<file path="config.mk">
export PLATFORM = sky130hd
export DESIGN_NAME = booth_mul_vr
export DESIGN_NICKNAME = d
export VERILOG_FILES = /design/src/rtl/booth_pkg.sv /design/src/rtl/booth_mul_vr_ctrl.sv /design/src/rtl/booth_mul_vr.sv
export SDC_FILE = /design/constraint.sdc
export NUM_CORES = 1
export LEC_CHECK = 0
export ABC_AREA = 1
export BUFFER_PORTS_ARGS = -buffer_cell sky130_fd_sc_hd__buf_2
export CAP_MARGIN = 15
export CORE_UTILIZATION = 55
export CTS_CLUSTER_DIAMETER = 150
export DETAILED_ROUTE_END_ITERATION = 8
export PLACE_DENSITY = 0.79
export SYNTH_ARGS = -nofsm -noshare
export SYNTH_HDL_FRONTEND = slang
export SYNTH_SLANG_ARGS = --single-unit
</file>
<file path="constraint.sdc">
create_clock -name clk -period 4.3 [get_ports clk]
set_clock_uncertainty 0.15 [all_clocks]
set_input_delay 0.86 -clock clk [delete_from_list [all_inputs] [get_ports clk]]
set_output_delay 0.86 -clock clk [all_outputs]
set_load 0.05 [all_outputs]
</file>
<file path="src/rtl/booth_pkg.sv">
// Shared types and helpers for the sequential radix-2 Booth multiplier.
package booth_pkg;

    typedef enum logic [1:0] {IDLE, BUSY, DONE} booth_state_e;

    typedef enum logic [1:0] {OP_NOP, OP_ADD, OP_SUB} booth_op_e;

    // Counter must reach WIDTH; WIDTH+2 leaves headroom for the post-increment value.
    function automatic int booth_cnt_w(input int width);
        return $clog2(width + 2);
    endfunction

    function automatic booth_op_e booth_decode(input logic q0, input logic qm1);
        case ({q0, qm1})
            2'b01:   return OP_ADD;
            2'b10:   return OP_SUB;
            default: return OP_NOP;
        endcase
    endfunction

endpackage

</file>
<file path="src/rtl/booth_mul_vr_ctrl.sv">
// Booth multiplier controller: FSM, step counter, handshakes, datapath enables.
// Handshake: a transfer occurs on a rising edge where valid && ready are both high.
module booth_mul_vr_ctrl
    import booth_pkg::*;
#(
    parameter int WIDTH = 16,
    parameter int CNT_W = booth_cnt_w(WIDTH)
) (
    input  logic         clk,
    input  logic         rst,
    input  logic         src_valid_i,
    input  logic         dest_ready_i,
    input  logic         zero_i,
    output logic         src_ready_o,
    output logic         dest_valid_o,
    output logic         load_o,
    output logic         step_o,
    output booth_state_e state_o
);

    localparam logic [CNT_W-1:0] LAST = CNT_W'(WIDTH);

    booth_state_e     state_q, state_d;
    logic [CNT_W-1:0] cnt_q, cnt_d;

    always_ff @(posedge clk) begin
        if (rst) begin
            state_q <= IDLE;
            cnt_q   <= '0;
        end else begin
            state_q <= state_d;
            cnt_q   <= cnt_d;
        end
    end

    always_comb begin
        state_d      = state_q;
        cnt_d        = cnt_q;
        src_ready_o  = 1'b0;
        dest_valid_o = 1'b0;
        load_o       = 1'b0;
        step_o       = 1'b0;
        case (state_q)
            IDLE: begin
                src_ready_o = 1'b1;
                if (src_valid_i) begin
                    load_o  = 1'b1;
                    // A zero operand runs a single no-op step on cleared registers.
                    cnt_d   = zero_i ? LAST : '0;
                    state_d = BUSY;
                end
            end
            BUSY: begin
                step_o = 1'b1;
                cnt_d  = cnt_q + 1'b1;
                if (cnt_q == LAST) state_d = DONE;
            end
            DONE: begin
                dest_valid_o = 1'b1;
                if (dest_ready_i) state_d = IDLE;
            end
            default: state_d = IDLE;
        endcase
    end

    assign state_o = state_q;

endmodule

</file>
<file path="src/rtl/booth_mul_vr.sv">
// Sequential radix-2 Booth multiplier with valid/ready handshakes, signed/unsigned mode.
// Optional zero-operand fast path under BOOTH_ZERO_BYPASS_EN.
module booth_mul_vr
    import booth_pkg::*;
#(
    parameter int WIDTH = 16,
    parameter int CNT_W = booth_cnt_w(WIDTH)
) (
    input  logic               clk,
    input  logic               rst,
    input  logic               src_valid,
    output logic               src_ready,
    input  logic [WIDTH-1:0]   multiplicand,
    input  logic [WIDTH-1:0]   multiplier,
    input  logic               signed_mode,
    output logic               dest_valid,
    input  logic               dest_ready,
    output logic [2*WIDTH-1:0] product,
    output logic               busy
);

    booth_state_e   state;
    booth_op_e      op;
    logic           load, step, zero;
    logic [WIDTH:0] a_q, a_d, q_q, q_d, m_q, m_d;
    logic           qm1_q, qm1_d;
    logic [WIDTH:0] m_ext, q_ext, m_load, q_load, sum;

    assign m_ext = {signed_mode & multiplicand[WIDTH-1], multiplicand};
    assign q_ext = {signed_mode & multiplier[WIDTH-1], multiplier};

`ifdef BOOTH_ZERO_BYPASS_EN
    assign zero   = (multiplicand == '0) || (multiplier == '0);
    assign m_load = zero ? '0 : m_ext;
    assign q_load = zero ? '0 : q_ext;
`else
    assign zero   = 1'b0;
    assign m_load = m_ext;
    assign q_load = q_ext;
`endif

    booth_mul_vr_ctrl #(.WIDTH(WIDTH), .CNT_W(CNT_W)) u_ctrl (
        .clk          (clk),
        .rst          (rst),
        .src_valid_i  (src_valid),
        .dest_ready_i (dest_ready),
        .zero_i       (zero),
        .src_ready_o  (src_ready),
        .dest_valid_o (dest_valid),
        .load_o       (load),
        .step_o       (step),
        .state_o      (state)
    );

    always_ff @(posedge clk) begin
        if (rst) begin
            a_q   <= '0;
            q_q   <= '0;
            m_q   <= '0;
            qm1_q <= 1'b0;
        end else begin
            a_q   <= a_d;
            q_q   <= q_d;
            m_q   <= m_d;
            qm1_q <= qm1_d;
        end
    end

    always_comb begin
        op    = booth_decode(q_q[0], qm1_q);
        a_d   = a_q;
        q_d   = q_q;
        m_d   = m_q;
        qm1_d = qm1_q;
        case (op)
            OP_ADD:  sum = a_q + m_q;
            OP_SUB:  sum = a_q - m_q;
            default: sum = a_q;
        endcase
        if (load) begin
            a_d   = '0;
            q_d   = q_load;
            m_d   = m_load;
            qm1_d = 1'b0;
        end else if (step) begin
            // Arithmetic right shift of {A, Q, Q-1} after the add/subtract.
            a_d   = {sum[WIDTH], sum[WIDTH:1]};
            q_d   = {sum[0], q_q[WIDTH:1]};
            qm1_d = q_q[0];
        end
    end

    assign product = dest_valid ? {a_q[WIDTH-2:0], q_q} : '0;
    assign busy    = (state != IDLE);

endmodule

</file>
After elaboration in Yosys (flattened, before gate mapping)
Index checks and enable logic that the tools add are counted.

Register bits after elaboration: 58. Input port bits: 37. Word-level logic and storage cells: 44.

Add/subtract/negate cells: 3. Eq/ne operators: 10. Muxes and demuxes: 16. Bitwise gates (word level): 2. Reductions and logical operators: 7.

Operators by type and width (count): two-way mux 17 bit (2); case mux 17 bit (2 select lines) (1); two-way mux 32 bit (1); adder 17 bit (1); subtractor 17 bit (1); case mux 5 bit (2 select lines) (1); equality test 2 x 1 -> 1 bit (second input constant) (3); equality test 2 bit (second input constant) (3); two-way mux 2 bit (3); case mux 2 bit (3 select lines) (1); nonzero test 2 bit (3); adder 5 x 1 -> 5 bit (second input constant) (1); equality test 5 bit (second input constant) (1); two-way mux 1 bit (5); two-way mux 5 bit (1); != test 2 bit (second input constant) (2); case mux 2 bit (2 select lines) (1); AND reduction 3 bit (1); bitwise AND 1 bit (2); logical NOT 2 bit (1); != test 2 x 1 -> 1 bit (second input constant) (1); AND reduction 2 bit (1); OR reduction 2 bit (1).

Logic depth before layout (Yosys ltp)
Depth in word-level cells: 6. Mapped depth: 22. Mapped depth without buffers: 22.

Hierarchy
From an unflattened synthesis, not the netlist that was laid out.

Cell total of the unflattened synthesis: 644. Area total of the unflattened synthesis: 4075.2 sq um.

By module, submodules not included: booth_mul_vr (times used 1, cells each 589, area each 3667.3 sq um); booth_mul_vr_ctrl (times used 1, cells each 55, area each 407.9 sq um).

Worst setup path before layout
No wires, ideal clock.

Kind: register to output. Start point: reg u_ctrl.state_q[1] (netlist: u_ctrl.state_o[1]). End point: out product[10]. Data arrival time: 2.208 ns. Slack: 1.082 ns. Stages on the path, launching flop included: 6. Path buffers: 1. Cell sequence: dfxtp_1 inv_1 nor2_1 inv_1 buf_1 nor2_1.

Word-level cells in the longest chain between the ends: 3.

RTL lines: from (decl) (line booth_mul_vr_ctrl.sv:23) `booth_state_e state_q, state_d;`; from (signal assigned) (line booth_mul_vr_ctrl.sv:31) `state_q <= state_d;`; equality test 2 bit (line booth_mul_vr_ctrl.sv:43) `case (state_q)`; two-way mux 1 bit (line booth_mul_vr_ctrl.sv:43); via dest_valid (line booth_mul_vr.sv:16) `output logic dest_valid,`; two-way mux 32 bit (line booth_mul_vr.sv:93) `assign product = dest_valid ? {a_q[WIDTH-2:0], q_q} : '0;`; to (decl) (line booth_mul_vr.sv:18) `output logic [2*WIDTH-1:0] product,`.

The timed path passes the listed nets, and every way through them passes these cells.

Worst setup path after layout
Start point: reg q_q[0]. End point: reg a_q[15] (netlist name).

Word-level cells in the longest chain between the ends: 4. Elaborated cells on any way between the ends: 6. Those cells by class: 4 x eq/ne; 2 x mux.

RTL lines: from (decl) (line booth_mul_vr.sv:25) `logic [WIDTH:0] a_q, a_d, q_q, q_d, m_q, m_d;`; from (signal assigned) (line booth_mul_vr.sv:63) `q_q <= q_d;`; equality test 2 bit / equality test 2 x 1 -> 1 bit (equally long branches) (line booth_pkg.sv:14) `case ({q0, qm1})`; case mux 2 bit (2 select lines) (*) (line booth_pkg.sv:14); equality test 2 bit / equality test 2 x 1 -> 1 bit (equally long branches) (line booth_mul_vr.sv:75) `case (op)`; case mux 17 bit (2 select lines) (*) (line booth_mul_vr.sv:75).

Every way passes the cells marked *; elsewhere a longest branch is shown, timed or not. A chain may end at the register's enable or synchronous reset.

==> flow_summary.ini <==
[routing]
route.detailed.drc = 0
post_drt_wl_per_cell_um = 12.8
postRouteAntennaNets = 0
via_count = 4012
detailedRoute.firstIterationViolations = 235
avgViaCountPerCell = 5.18
totalWireLength_mm = 9.95
drt-pass1-iter-count = 5

[final_layout]
layout.filler_cells = 649
layout-drive-gt1-share_pct = 16.1
ant_diodes = 0
regArea_um2 = 1160
synthToLayoutAreaGrowth_pct = 14.4
layoutNonFillerInstCount = 775
multi_input_comb_area_um2 = 2280
finish.net_count = 732

[timing]
period_share_pct = 73.9
setup_repair_after_global_routing_missed_its_margin = no
post-route-min-period_ns = 3.18
finalSetupTns_ns = 0
timing.max_slew.rel_slack_pct = 28.6
finalSetupViolations = 0
finalHoldViolCount = 0
tightestPinTransition_ns = 1.07
max_freq_ghz = 0.315
drv_slew = 0

[cts]
post-cts-setup-buffers = 0
cts-root-to-sink-buffers = 2
ctsHtreeMaxLevel = 3
clock_latency_ns = 0.34
total_clock_buffers_created_by_cts = 9
post_cts.resized_instances = 0
clk_root_buffer_cell = sky130_fd_sc_hd__clkbuf_8
cts_num_sinks = 58
path_clk_slew_ns = 0.07
post_cts_hold_buffer_count = 0
tritoncts = yes

[critical_path]
reg2reg_from = q_q[0]$_SDFFE_PP0P_
cpMaxStageDelayCell = sky130_fd_sc_hd__ha_1
worst-setup-path-type = reg -> reg
critical_path_required_ns = 4.38
worst_ep_arrival_time_ns = 3.26
setup.worst_path.start = q_q[0]$_SDFFE_PP0P_
critical_path_cell_sequence = ha_1, nor2_1, nor2_2, o21ai_2, nor2_2, xor2_1, ha_1, a21oi_1, nand2_1, a21oi_1, nand2_2, nand3_1, nand2_1, a21oi_1, nor2_1
worst_setup_sp_type = register
crit_fanout = 12
cpMostUsedCell = sky130_fd_sc_hd__a21oi_1
cpPeakStageDelay_ns = 0.43
worst_setup_path_end_kind = register
cpLargestDelayFamily = simple AND/OR/NAND/NOR gates
path_buf_inv = 0

[power]
leakage_power_uw = 0.00209
pwr_density_cell_nw_per_um2 = 350
vdd_ir_drop_max_uv = 224

[global_routing]
track_usage_pct = 28.4
antenna_found_initial = 0
pin_count_of_the_biggest_net_entering_global_routing = 38
grt_pass1_wl_mm = 16.6
overflow = 0
grt_pass1_vias = 3567

[synth]
synthesis.area_um2 = 3920
yosysSeqAreaShare_pct = 29.6
synthesis.nets = 673
post_synth_num_cell_types = 41
synthesis.area_per_instance_um2 = 6.38
ys.warnings.count = 0
synthCells = 615
postSynthRegisterBits = 58

[placed_design]
post-place-cells = 759
globalplace.congestion = 0.914
port-buffer-count = 71
detailed_place_hpwl_mm = 7.22

[die]
coreArea_um2 = 6830
die_h_um = 86.5
starting_density_of_the_core_pct = 57.4
fp-row-count = 30
die_area_um2 = 7480
num_io_pins = 72
chipWidth_um = 86.5

[outcome]
outcome = completed

[min_path]
hold_start = qm1_q$_SDFFE_PP0P_
class_of_the_worst_hold_path = reg -> reg

[job]
max-cap-violations = 0
==> final cells by class <==
class                      count  area share (%)
clock buffer                  11            3.37
clock inverter                 5            1.17
inverter                      97            8.28
multi-input combinational    437            50.7
sequential                    58            25.9
tap                           96            2.67
timing repair buffer          71            7.91
==> state kept, by name, indices dropped and copies added, names as in the netlist <==
register,count
q_q,17
m_q,17
u_ctrl.state_o,2
qm1_q,1
u_ctrl.cnt_q,5
a_q,16
==> worst paths after layout <==
path / depth (start not counted) / slack, ns / to
hold reg to reg: 2 / 0.33 / qm1_q$_SDFFE_PP0P_
hold / removal: 2 / 0.33 / qm1_q$_SDFFE_PP0P_
setup reg to reg: 15 / 1.12 / a_q[15]$_SDFFE_PP0P_
setup / recovery: 15 / 1.12 / a_q[15]$_SDFFE_PP0P_
==> worst min-delay path, stage by stage, from the launching register on <==
cell,delay (ns)
sky130_fd_sc_hd__dfxtp_1,0.32
sky130_fd_sc_hd__nand2_1,0.07
sky130_fd_sc_hd__a21oi_1,0.05
==> cell usage after synthesis (all sizes together) <==
| master | n | area share (%) |
|---|---|---|
| nor4 | 1 | 0.16 |
| fa | 1 | 0.51 |
| xnor2 | 3 | 0.67 |
| a41oi | 1 | 0.22 |
| a221oi | 6 | 1.3 |
| and2 | 1 | 0.16 |
| clkbuf | 10 | 0.96 |
| a21o | 1 | 0.19 |
| a31oi | 13 | 2.1 |
| nand3b | 1 | 0.19 |
| o21bai | 1 | 0.19 |
| a21oi | 60 | 7.7 |
| buf | 13 | 1.9 |
| and3 | 1 | 0.16 |
| o31ai | 1 | 0.19 |
| nor3 | 5 | 0.64 |
| or2 | 2 | 0.38 |
| xor2 | 17 | 3.8 |
| ha | 20 | 6.4 |
| inv | 97 | 9.5 |
| nand3 | 28 | 3.7 |
| o21ai | 38 | 4.9 |
| nand2 | 152 | 15 |
| a211oi | 1 | 0.32 |
| o22ai | 2 | 0.32 |
| dfxtp | 58 | 30 |
| nand4 | 1 | 0.16 |
| nor2 | 80 | 8.6 |
==> routing by layer <==
metal | share of wire (%) | wire [um] | track usage (%) | vias to the layer above
li1 | - | - | - | 2073
met1 | 47 | 4690 | 37.9 | 1799
met2 | 46 | 4550 | 47.0 | 126
met3 | 6.1 | 607 | 4.57 | 14
met4 | 1.0 | 102 | 8.48 | 0
met5 | 0 | 0 | 0 | -
==> logic make-up (layout without fill, tap and decap cells) <==
family                   count (synthesis)  count (layout)  share of synthesized area [%]
XOR/XNOR                                20              20                           4.46
buffers and inverters                  120             184                           12.3
AND/OR/NAND/NOR                        272             272                           29.3
flip-flops                              58              58                           29.6
adder cells (fa/ha/maj)                 21              21                           6.89
AO/OA/AOI/OAI                          124             124                           17.4
==> cells in the final DEF, fill, tap and decap left out, types with 2 or more instances in the layout <==
cell type                  Yosys  layout
sky130_fd_sc_hd__nand3_1      27      27
sky130_fd_sc_hd__dfxtp_1      58      58
sky130_fd_sc_hd__inv_1        92      92
sky130_fd_sc_hd__clkbuf_8      0      11
sky130_fd_sc_hd__nand2_2       3       3
sky130_fd_sc_hd__nand2_4       2       2
sky130_fd_sc_hd__a21oi_1      60      60
sky130_fd_sc_hd__nor2_2        3       3
sky130_fd_sc_hd__nor2_4        4       4
sky130_fd_sc_hd__ha_1         20      20
sky130_fd_sc_hd__nand2_1     147     147
sky130_fd_sc_hd__buf_2         6      71
sky130_fd_sc_hd__a31oi_1      13      13
sky130_fd_sc_hd__xnor2_1       3       3
sky130_fd_sc_hd__clkinv_2      0       3
sky130_fd_sc_hd__inv_2         4       4
sky130_fd_sc_hd__xor2_1       17      17
sky130_fd_sc_hd__nor2_1       73      73
sky130_fd_sc_hd__o21ai_0      36      36
sky130_fd_sc_hd__a221oi_1      6       6
sky130_fd_sc_hd__o22ai_1       2       2
sky130_fd_sc_hd__nor3_1        5       5
==> stage by stage <==
stage	util [%]	total power [uW]	hold slack (ns)	instance area [um2]	setup WS [ns]
finish	65.7	1570	0.333	4490	1.12
global route	65.7	1660	0.342	4490	0.785
CTS	65.7	1570	0.321	4490	1.18
detailed placement	62.7	1050	0.309	4290	1.18
global placement	62.7	1040	0.304	4290	1.22
floorplan	-	950	0.291	3920	1.08
==> power by group <==
group / switching (uW) / internal (uW) / leakage, uW / total, uW
Combinational: 287 / 153 / 0.00151 / 439
Clock: 235 / 296 / 0.000105 / 531
Sequential: 31.5 / 571 / 0.000475 / 603
Total: 553 / 1020 / 0.00209 / 1570
Note: power is estimated with default switching activity, not from simulation.
